## src/rtl/ghost_collision_ctrl_pkg.sv

```systemverilog
// Shared game-state type and default tuning constants for the Pac-Man collision
// and lives controller.
package ghost_collision_ctrl_pkg;

  typedef enum logic [2:0] {
    IDLE,
    PLAY,
    CAUGHT,
    RESPAWN,
    GAME_OVER
  } game_state_t;

  localparam int unsigned DEF_NUM_LIVES      = 3;
  localparam int unsigned DEF_HIT_DIST       = 4;
  localparam int unsigned DEF_FREEZE_FRAMES  = 120;
  localparam int unsigned DEF_RESPAWN_FRAMES = 60;

  function automatic int unsigned max_u(input int unsigned a, input int unsigned b);
    return (a > b) ? a : b;
  endfunction

endpackage

```

## src/rtl/ghost_collision_ctrl_actor_overlap.sv

```systemverilog
// Registered overlap test between two actors: |dx| < HIT_DIST and |dy| < HIT_DIST.
// Differences are taken at 10 bits so screen edges never wrap into a hit.
module actor_overlap
  import ghost_collision_ctrl_pkg::*;
#(
  parameter int unsigned HIT_DIST = DEF_HIT_DIST
) (
  input  logic       i_clk,
  input  logic       i_rst,
  input  logic [8:0] i_x_a,
  input  logic [8:0] i_y_a,
  input  logic [8:0] i_x_b,
  input  logic [8:0] i_y_b,
  output logic       o_hit
);

  logic signed [9:0] w_dx;
  logic signed [9:0] w_dy;
  logic        [9:0] w_adx;
  logic        [9:0] w_ady;
  logic              w_hit;
  logic              r_hit;

  assign w_dx  = $signed({1'b0, i_x_a}) - $signed({1'b0, i_x_b});
  assign w_dy  = $signed({1'b0, i_y_a}) - $signed({1'b0, i_y_b});
  assign w_adx = w_dx[9] ? 10'(-w_dx) : 10'(w_dx);
  assign w_ady = w_dy[9] ? 10'(-w_dy) : 10'(w_dy);
  assign w_hit = (w_adx < 10'(HIT_DIST)) && (w_ady < 10'(HIT_DIST));

  always_ff @(posedge i_clk or posedge i_rst) begin
    if (i_rst) r_hit <= 1'b0;
    else       r_hit <= w_hit;
  end

  assign o_hit = r_hit;

endmodule

```

## src/rtl/ghost_collision_ctrl.sv

```systemverilog
// Pac-Man/ghost collision detect plus lives and play/caught/respawn/game-over
// sequencing; drives the movers' reset and freeze controls.
module ghost_collision_ctrl
  import ghost_collision_ctrl_pkg::*;
#(
  parameter int unsigned NUM_LIVES      = DEF_NUM_LIVES,
  parameter int unsigned HIT_DIST       = DEF_HIT_DIST,
  parameter int unsigned FREEZE_FRAMES  = DEF_FREEZE_FRAMES,
  parameter int unsigned RESPAWN_FRAMES = DEF_RESPAWN_FRAMES
) (
  input  logic       vga_pix_clk,
  input  logic       rst,
  input  logic       frame_stb,
  input  logic       start,
  input  logic [8:0] x_pac,
  input  logic [8:0] y_pac,
  input  logic [8:0] x_pink,
  input  logic [8:0] y_pink,
  output logic       actors_rst,
  output logic       freeze,
  output logic [2:0] lives,
  output logic       caught_pulse,
  output logic       game_over
);

  localparam int unsigned CntMax = max_u(FREEZE_FRAMES, RESPAWN_FRAMES);
  localparam int unsigned CntW   = (CntMax > 1) ? $clog2(CntMax) : 1;
  localparam logic [CntW-1:0] FreezeLast  = CntW'(FREEZE_FRAMES - 1);
  localparam logic [CntW-1:0] RespawnLast = CntW'(RESPAWN_FRAMES - 1);

  game_state_t       r_state, w_state_d;
  logic [2:0]        r_lives, w_lives_d;
  logic [CntW-1:0]   r_frame_cnt, w_cnt_d;
  logic              r_pulse, w_pulse_d;
  logic              w_hit_q;

  actor_overlap #(
    .HIT_DIST (HIT_DIST)
  ) u_overlap (
    .i_clk (vga_pix_clk),
    .i_rst (rst),
    .i_x_a (x_pac),
    .i_y_a (y_pac),
    .i_x_b (x_pink),
    .i_y_b (y_pink),
    .o_hit (w_hit_q)
  );

  always_ff @(posedge vga_pix_clk or posedge rst) begin
    if (rst) begin
      r_state     <= IDLE;
      r_lives     <= 3'(NUM_LIVES);
      r_frame_cnt <= '0;
      r_pulse     <= 1'b0;
    end else begin
      r_state     <= w_state_d;
      r_lives     <= w_lives_d;
      r_frame_cnt <= w_cnt_d;
      r_pulse     <= w_pulse_d;
    end
  end

  always_comb begin
    w_state_d = r_state;
    w_lives_d = r_lives;
    w_cnt_d   = r_frame_cnt;
    w_pulse_d = 1'b0;
    case (r_state)
      IDLE: begin
        if (start) begin
          w_state_d = PLAY;
          w_lives_d = 3'(NUM_LIVES);
          w_cnt_d   = '0;
        end
      end
      PLAY: begin
        // Catches are only evaluated on frame boundaries.
        if (frame_stb && w_hit_q) begin
          w_lives_d = r_lives - 3'd1;
          w_pulse_d = 1'b1;
          w_cnt_d   = '0;
          w_state_d = (r_lives == 3'd1) ? GAME_OVER : CAUGHT;
        end
      end
      CAUGHT: begin
        if (frame_stb) begin
          if (r_frame_cnt == FreezeLast) begin
            w_state_d = RESPAWN;
            w_cnt_d   = '0;
          end else if (r_frame_cnt != '1) begin
            w_cnt_d = r_frame_cnt + CntW'(1);
          end
        end
      end
      RESPAWN: begin
        if (frame_stb) begin
          if (r_frame_cnt == RespawnLast) begin
            w_state_d = PLAY;
            w_cnt_d   = '0;
          end else if (r_frame_cnt != '1) begin
            w_cnt_d = r_frame_cnt + CntW'(1);
          end
        end
      end
      GAME_OVER: begin
        w_lives_d = 3'd0;
        if (start) begin
          w_state_d = RESPAWN;
          w_lives_d = 3'(NUM_LIVES);
          w_cnt_d   = '0;
        end
      end
      default: w_state_d = IDLE;
    endcase
  end

  always_comb begin
    actors_rst = 1'b0;
    freeze     = 1'b1;
    game_over  = 1'b0;
    case (r_state)
      IDLE:      actors_rst = 1'b1;
      PLAY:      freeze     = 1'b0;
      CAUGHT:    actors_rst = 1'b0;
      RESPAWN:   actors_rst = 1'b1;
      GAME_OVER: game_over  = 1'b1;
      default:   actors_rst = 1'b1;
    endcase
  end

  assign lives        = r_lives;
  assign caught_pulse = r_pulse;

endmodule

```

## config.mk

```make
export PLATFORM = sky130hd
export DESIGN_NAME = ghost_collision_ctrl
export DESIGN_NICKNAME = d
export VERILOG_FILES = /design/src/rtl/ghost_collision_ctrl_pkg.sv /design/src/rtl/ghost_collision_ctrl_actor_overlap.sv /design/src/rtl/ghost_collision_ctrl.sv
export SDC_FILE = /design/constraint.sdc
export NUM_CORES = 1
export LEC_CHECK = 0
export ABC_AREA = 1
export BUFFER_PORTS_ARGS = -buffer_cell sky130_fd_sc_hd__buf_2
export CAP_MARGIN = 20
export CORE_ASPECT_RATIO = 1.5
export CORE_UTILIZATION = 49
export DETAILED_ROUTE_END_ITERATION = 7
export PLACE_DENSITY = 0.72
export SLEW_MARGIN = 20
export SYNTH_ARGS = -nofsm -noshare
export SYNTH_HDL_FRONTEND = slang
export SYNTH_SLANG_ARGS = --single-unit
```

## constraint.sdc

```tcl
create_clock -name vga_pix_clk -period 2.5 [get_ports vga_pix_clk]
set_clock_uncertainty 0.2 [all_clocks]
set_input_delay 0.5 -clock vga_pix_clk [delete_from_list [all_inputs] [get_ports vga_pix_clk]]
set_output_delay 0.5 -clock vga_pix_clk [all_outputs]
set_load 0.05 [all_outputs]
```

==> metrics.yaml, run 1 <==
run_status:
  status: "finished with violations"
  violations: "DRC"
worst_setup_path:
  cp_max_fo: 3
  arrival_ns: 2.29
  reg2reg_slack_ns: 0.44
  crit_chain: "buf_2 > inv_1 > ha_1 > fa_1 > inv_2 > nand2_1 > nand2_1 > nand2_1 > nand3b_1 > nor2_1 > nand2_1 > nand2_1 > nand3_1 > nand2_1 > nand4_1 > nor2_1"
  r2r_end: "r_frame_cnt[0]"
  end_kind: "register"
  crit_path_start: "x_pac[0]"
  crit_top_cell: "nand2_1"
  crit_path_max_incr_delay_ns: 0.41
  r2r_cells: 8
  worstPathRequired_ns: 2.48
  path_class: "primary input to register"
  startpoint_type: "primary input"
  r2r-start: "r_frame_cnt[0]"
  critical_path.slowest_cell: "fa_1"
floorplanning:
  core.rowCount: 30
  coreArea_sq_um: 4504
  die_area_sq_um: 4982
  die_x_um: 57.97
  die_h_um: 85.95
  start_util_pct: 51.11
  ios: 47
finish:
  multi_input_area_sq_um: 1603
  layout_common_cells: "118 x nand2_1, 73 x inv_1, 46 x buf_2, 45 x nor2_1, 34 x nand3_1"
  antenna_cells: 0
  seq_area_sq_um: 377.9
  final_cells: 503
  final_common_cell: "nand2_1"
  fillers: 475
  nets: 519
  drive_gt1_share_pct: 21.10
  area_growth_pct: 16.52
sta:
  tightest_slew_ns: 0.5645
  finalCritPeriodShare_pct: 92.22
  slew_headroom_pct: 62.33
  slew_violations: 0
  final-hold-violation-count: 0
  tns_ns: 0
  setup_viol: 0
  rsz0062_at_grt: "false"
  max_freq_mhz: 433.7
  layout_min_cycle_time_ns: 2.306
placed_design:
  io_buffer_count: 46
  place_inst: 499
  dp_hpwl_mm: 4.319
  globalplace.congestion: 0.8701
pwr:
  power.share.clock_pct: 12.0
  powerDensity_nw_per_um2: 619.0
  p_sw_uw: 864.3
  ir_drop_mv: 0.2643
  internal_power_uw: 796.3
  combPwrFrac_pct: 63.2
  power_leakage_nw: 1.588
  seq_power_share_pct: 24.8
  swShare_pct: 52.05
route:
  drc: 1
  vias: 2529
  drt-wirelength-per-cell_um: 9.889
  drt_iter0_markers: 101
  dr.pass1.iters: 6
  wl_mm: 4.974
  ant_nets: 0
  viasPerCell: 5.028
global_route:
  grt_max_degree: 16
  antenna_found_initial: 0
  grt_use_total_pct: 21.41
  overflow: 0
  first_global_vias: 2430
  grt_pass1_wl_mm: 8.907
clock_network:
  holdBufCountCts: 0
  clk_pin_slew_ns: 0.06
  cts-root-buf: "clkbuf_8"
  ctsLongestPathBuffers: 2
  cts_tree: "built"
  cts_buffers: 3
  htree_levels: 1
  insertion_delay_ns: 0.25
  cts_sinks: 15
logic_synthesis:
  synthCells: 400
  syn_area_sq_um: 2302
  ys_seq_elements: 15
  yosys_warnings: 0
  seq_area_frac_synth_pct: 16.41
  synth.distinct_cells: 33
  syn_nets: 463
  avgSynthCellArea_sq_um: 5.756
min_path:
  min_path_type: "primary input to async pin"
run:
  cap_violations: 0
-- cells by family (layout without fill, tap and decap cells) --
kind of cell / Yosys count / count (layout) / share of synthesized area [%]
AO/OA/AOI/OAI: 31 / 31 / 7.717
XOR/XNOR: 3 / 3 / 1.142
adder cells (fa/ha/maj): 23 / 23 / 13.15
buffers and inverters: 87 / 142 / 14.29
flip-flops: 15 / 15 / 16.41
AND/OR/NAND/NOR: 241 / 241 / 47.28
-- worst max-delay path, delay by kind of cell --
family	cells	cell delay [ns]
simple gates	11	0.98
fa+ha+maj	2	0.62
buf+inv	3	0.18
-- worst max path at each step --
stage               slack [ns]              end
floorplan                 0.16  u_overlap.o_hit
global placement         -0.03  u_overlap.o_hit
detailed placement       -0.10  u_overlap.o_hit
CTS                       0.15  u_overlap.o_hit
global route             0.006  u_overlap.o_hit
finish                    0.19  u_overlap.o_hit
-- registers in the layout (all words and copies together) (netlist names) --
signal,flops
u_overlap.o_hit,1
lives,3
r_state,3
caught_pulse,1
r_frame_cnt,7
-- layout make-up --
class	count	area share [%]
Multi-Input combinational cell	298	59.75
Clock buffer	4	1.679
Sequential cell	15	14.09
Timing Repair Buffer	51	9.981
Tap cell	48	2.239
Inverter	87	12.27
-- power by group through the flow --
stage | Sequential [mW] | Clock, mW | Combinational, mW
3_5_place_dp | 0.417 | 0 | 1.04
3_3_place_gp | 0.413 | 0 | 1.03
2_1_floorplan | 0.475 | 0 | 0.750
5_1_grt | 0.423 | 0.209 | 1.20
4_1_cts | 0.413 | 0.200 | 1.05
6_report | 0.412 | 0.199 | 1.05
-- through the flow --
| step | utilization [%] | area (sq um) | hold WS [ns] | setup WS [ns] | power [mW] |
|---|---|---|---|---|---|
| finish | 59.56 | 2683 | 0.09265 | 0.1945 | 1.661 |
| global route | 59.56 | 2683 | 0.1708 | 0.005977 | 1.830 |
| CTS | 59.44 | 2678 | 0.1261 | 0.1538 | 1.665 |
| detailed placement | 58.44 | 2633 | 0.3021 | -0.1036 | 1.462 |
| global placement | 58.44 | 2633 | 0.2810 | -0.02741 | 1.440 |
| floorplan | - | 2305 | 0.2000 | 0.1623 | 1.225 |
-- cell usage after synthesis --
cell type    n  area share, %
nand3_1     34            7.4
inv_2       12            2.0
nor3_1       8            1.7
nor2_4       1           0.49
nand2_2      8            2.2
nand2_4      1           0.49
nor3b_2      1           0.54
a21oi_2      1           0.38
o21ai_0      9            2.0
a22oi_1      1           0.33
nand4_1      9            2.4
ha_1        21             11
xnor2_1      2           0.76
a21oi_1     10            2.2
o21ai_1      5            1.1
nand2_1    118             19
nor2_2       3           0.82
nor3b_1      1           0.33
fa_1         2            1.7
nor2_1      47            7.7
nand3b_1     3           0.98
o2111ai_1    1           0.38
o21ai_2      1           0.38
inv_1       74             12
nor3_2       2           0.87
o32ai_1      1           0.38
dfrtp_1     13             14
dfstp_2      2            2.3
nand3_2      4            1.7
or2_4        1           0.38
o21bai_1     2           0.65
xor2_1       1           0.38
inv_4        1           0.27
-- layer usage --
metal / wire length [um] / part of all wire, % / up-vias / track usage (%)
met5: 0 / 0 / - / 0
met4: 48 / 0.97 / 0 / 4.762
met3: 100 / 2.0 / 7 / 1.810
met2: 2764 / 56 / 44 / 44.20
met1: 2061 / 41 / 1118 / 22.17
li1: - / - / 1360 / -
-- repair_timing --
| action | in CTS | in global routing |
|---|---|---|
| resized for setup | 0 | 3 |
| setup buffers | 0 | 0 |
| endpoints found under the setup margin | 0 | 1 |
| hold endpoints to repair | 0 | 0 |
Power figures use the tool's default switching activity.
==> run 2: changes to the inputs <==
--- a/config.mk
+++ b/config.mk
@@ -11,8 +11,10 @@
 export CORE_ASPECT_RATIO = 1.5
 export CORE_UTILIZATION = 49
 export DETAILED_ROUTE_END_ITERATION = 7
+export HOLD_SLACK_MARGIN = 0.12
 export PLACE_DENSITY = 0.72
 export SLEW_MARGIN = 20
 export SYNTH_ARGS = -nofsm -noshare
 export SYNTH_HDL_FRONTEND = slang
+export SYNTH_HIERARCHICAL = 1
 export SYNTH_SLANG_ARGS = --single-unit
==> run 2 against run 1 <==
  * The flow now finishes without violations
  * Clock power is 2% lower
  * Sequential share of layout area shrank 1.8 points
  * Non-clock buffer count rose by 10
  * Largest power group unchanged
  * Routed wire length is 9.4% higher
  * Final area increased by 15%
  * Sequential power decreased by 2%
  * Via count increased by 8.1%
  * Largest cell class unchanged
  * Worst setup slack got worse by 0.029 ns
  * Critical path type unchanged
  * Combinational power increased by 41%
  * Cell count is 12% higher
  * Critical endpoint is now u_overlap/o_hit
==> metrics.yaml, run 2 <==
clock_network:
  cts-root-buf: "clkbuf_8"
  cts_sinks: 15  # unchanged
  htree_levels: 1  # unchanged
  clk_pin_slew_ns: 0.05  # about the same
  insertion_delay_ns: 0.25  # about the same
  cts_buffers: 3  # unchanged
  ctsLongestPathBuffers: 2  # unchanged
  cts_tree: "built"
run:
  cap_violations: 0  # unchanged
global_route:
  first_global_vias: 2542  # +4.6%
  grt_max_degree: 15  # -1
  use_met3_pct: 1.583  # -0.23 points
  grt.met1_usage_pct: 22.48  # +0.31 points
  grt_pass1_wl_mm: 9.356  # +5.0%
  grt_use_total_pct: 21.04  # -0.37 points
  gr-usage-met2_pct: 39.84  # -4.4 points
  overflow: 0  # unchanged
  antenna_found_initial: 0  # unchanged
  grt.busiest_layer: "met2"
sta:
  slew_violations: 0  # unchanged
  slew_headroom_pct: 63.79  # +1.5 points
  final-hold-violation-count: 0  # unchanged
  setup_viol: 0  # unchanged
  layout_min_cycle_time_ns: 2.335  # +0.02922 ns
  timing.hold.ws_ns: 0.3319  # +0.2392 ns
  max_freq_mhz: 428.3  # -1.3%
  tightest_slew_ns: 0.5425  # -0.02199 ns
  finalCritPeriodShare_pct: 93.39  # +1.2 points
finish:
  drive_gt1_share_pct: 27.02  # +5.9 points
  final_cell_area_sq_um: 3085  # +15%
  final_common_cell: "nand2_1"
  nets: 560  # +7.9%
  area_growth_pct: 22.38
  layout_common_cells: "135 x nand2_1, 73 x inv_1, 46 x buf_2, 38 x nor2_1, 37 x nand3_1"
  largest_reg_flops: 7  # unchanged
  utilization_pct: 63.13  # +3.6 points
  top_register: "r_frame_cnt"
  fillers: 501  # +5.5%
  antenna_cells: 0  # unchanged
min_path:
  min_path_type: "register to register"
placed_design:
  globalplace.congestion: 0.8431  # -3.1%
  placedInstanceArea_sq_um: 2917  # +11%
  dp_hpwl_mm: 4.543  # +5.2%
  io_buffer_count: 46  # unchanged
route:
  drt-wirelength-per-cell_um: 9.687  # -2.0%
  wl_mm: 5.444  # +9.4%
  ant_nets: 0  # unchanged
  vias: 2733  # +8.1%
  viasPerCell: 4.863  # -3.3%
  drt_iter0_markers: 135  # +34%
  dr.pass1.iters: 4  # -2
  drc: 0  # -1
pwr:
  ir_drop_mv: 0.2173  # -18%
  power_leakage_nw: 1.821  # +15%
  powerDensity_nw_per_um2: 672.9  # +8.7%
logic_synthesis:
  synth_common_cells: "141 x nand2_1, 76 x inv_1, 41 x nor2_1, 38 x nand3_1, 21 x ha_1"
  synth_top_area_share_pct: 20.99  # +1.8 points
  synth_area_leaders: "nand2_1 21%, dfrtp_1 13%, inv_1 11%"
  yosysTopAreaCell: "nand2_1"
  synth.distinct_cells: 31  # -6.1%
  yosys_warnings: 6  # +6
  avgSynthCellArea_sq_um: 5.850  # +1.6%
  synth_most_common_cell: "nand2_1"
  syn_area_sq_um: 2521  # +9.5%
  synth_edf_count: 0  # unchanged
  async_flop_share_pct: 100.0  # unchanged
  ys.flop_type: "dfrtp_1"
  syn_nets: 494  # +6.7%
  seq_area_frac_synth_pct: 14.99  # -1.4 points
  ys_seq_elements: 15  # unchanged
  synthCells: 431  # +7.8%
worst_setup_path:
  startpoint_type: "primary input"
  cp_max_fo: 3  # unchanged
  path_class: "primary input to register"
  r2r_cells: 8  # unchanged
  crit_end: "u_overlap/o_hit"
  reg2reg_slack_ns: 0.74  # +0.30 ns
  crit_path_start: "y_pac[0]"
  arrival_ns: 2.31  # +0.02 ns
  end_kind: "register"
  r2r-start: "r_frame_cnt[1]"
  worstPathRequired_ns: 2.48  # about the same
  r2r_end: "r_frame_cnt[0]"
floorplanning:
  coreArea_sq_um: 4887  # +8.5%
  ios: 47  # unchanged
  start_util_pct: 51.59  # +0.48 points
  core.rowCount: 31  # +3.3%
  die_x_um: 60.57  # +4.5%
  die_h_um: 89.85  # +4.5%
  die_area_sq_um: 5442  # +9.2%
run_status:
  status: "finished clean"
[run 2: cell types whose count changed after synthesis, moves of 3 or more]
cell	delta
a21oi_1	+5
inv_2	-5
nand2_1	+23
nand2_2	+4
nand3_1	+4
nand4_1	-4
nor2_1	-6
nor2_2	+4
nor2_4	+3
nor3_1	-8
o21ai_1	+3
[run 2: worst min path at each step]
stage	start	to	slack (ns)	cells past startpoint
final	lives[0]	lives[0]	0.33	2
after global routing	r_frame_cnt[5]	r_frame_cnt[5]	0.37	2
after CTS	lives[1]	lives[1]	0.33	2
after detailed placement	rst	u_overlap/o_hit	0.15	2
after global placement	rst	u_overlap/o_hit	0.15	2
after floorplan	rst	u_overlap/o_hit	0.03	1
[run 2: layout make-up]
type                       instances  area (sq um)  area share, %
sequential                        15         377.9          12.25
timing repair buffer              61         349.1          11.31
multi-input combinational        333          1919          62.21
inverter                          83         311.5          10.10
clock buffer                       4         45.04          1.460
tap                               66         82.58          2.676
[run 2: per-stage QoR]
| step | power (mW) | setup WS, ns | setup TNS [ns] | instances |
|---|---|---|---|---|
| floorplan | 1.558 | 0.08491 | 0 | 431 |
| global placement | 1.828 | -0.1272 | -0.1272 | 554 |
| detailed placement | 1.853 | -0.1423 | -0.1423 | 554 |
| CTS | 2.054 | 0.1108 | 0 | 559 |
| global route | 2.289 | -0.008082 | -0.008082 | 562 |
| finish | 2.076 | 0.1653 | 0 | 562 |
[run 2: worst max-delay path, cell delays in order]
cell and delay (ns):
buf_2 0.08, inv_1 0.03, ha_2 0.18, fa_2 0.51
nand2_1 0.07, inv_1 0.06, nand2_1 0.06, nor2_2 0.13
buf_4 0.14, nand3_2 0.08, nand3_1 0.08, nand2_1 0.05
inv_1 0.04, nand2_1 0.04, nor2_1 0.11, nand2_1 0.06
nor2_1 0.10
[run 2: repair_timing]
action | in CTS | in global routing
hold buffers | 1 | 0
endpoints found under the hold margin | 1 | 0
gates resized for setup | 0 | 27
buffers inserted | 0 | 3
setup endpoints to repair | 0 | 1
[run 2: cells by family (layout without fill, tap and decap cells)]
kind of cell / Yosys count / after routing / synth area share (%)
AO/OA/AOI/OAI: 40 / 40 / 9.082
XOR/XNOR: 5 / 5 / 1.737
adder cells (fa/ha/maj): 23 / 23 / 12.01
buffers and inverters: 83 / 148 / 12.36
flip-flops: 15 / 15 / 14.99
AND/OR/NAND/NOR: 265 / 265 / 49.83
[run 2: per-layer routing]
metal	vias up	share of wire, %
met2	55	54
met1	1191	41
li1	1474	-
met3	13	2.5
met5	-	0
met4	0	2.1
[run 2: report_power, final]
group | leakage, nW | switching [mW] | internal, mW
logic | 1.60 | 0.962 | 0.514
clock network | 0.0228 | 0.0825 | 0.113
registers | 0.196 | 0.0794 | 0.325
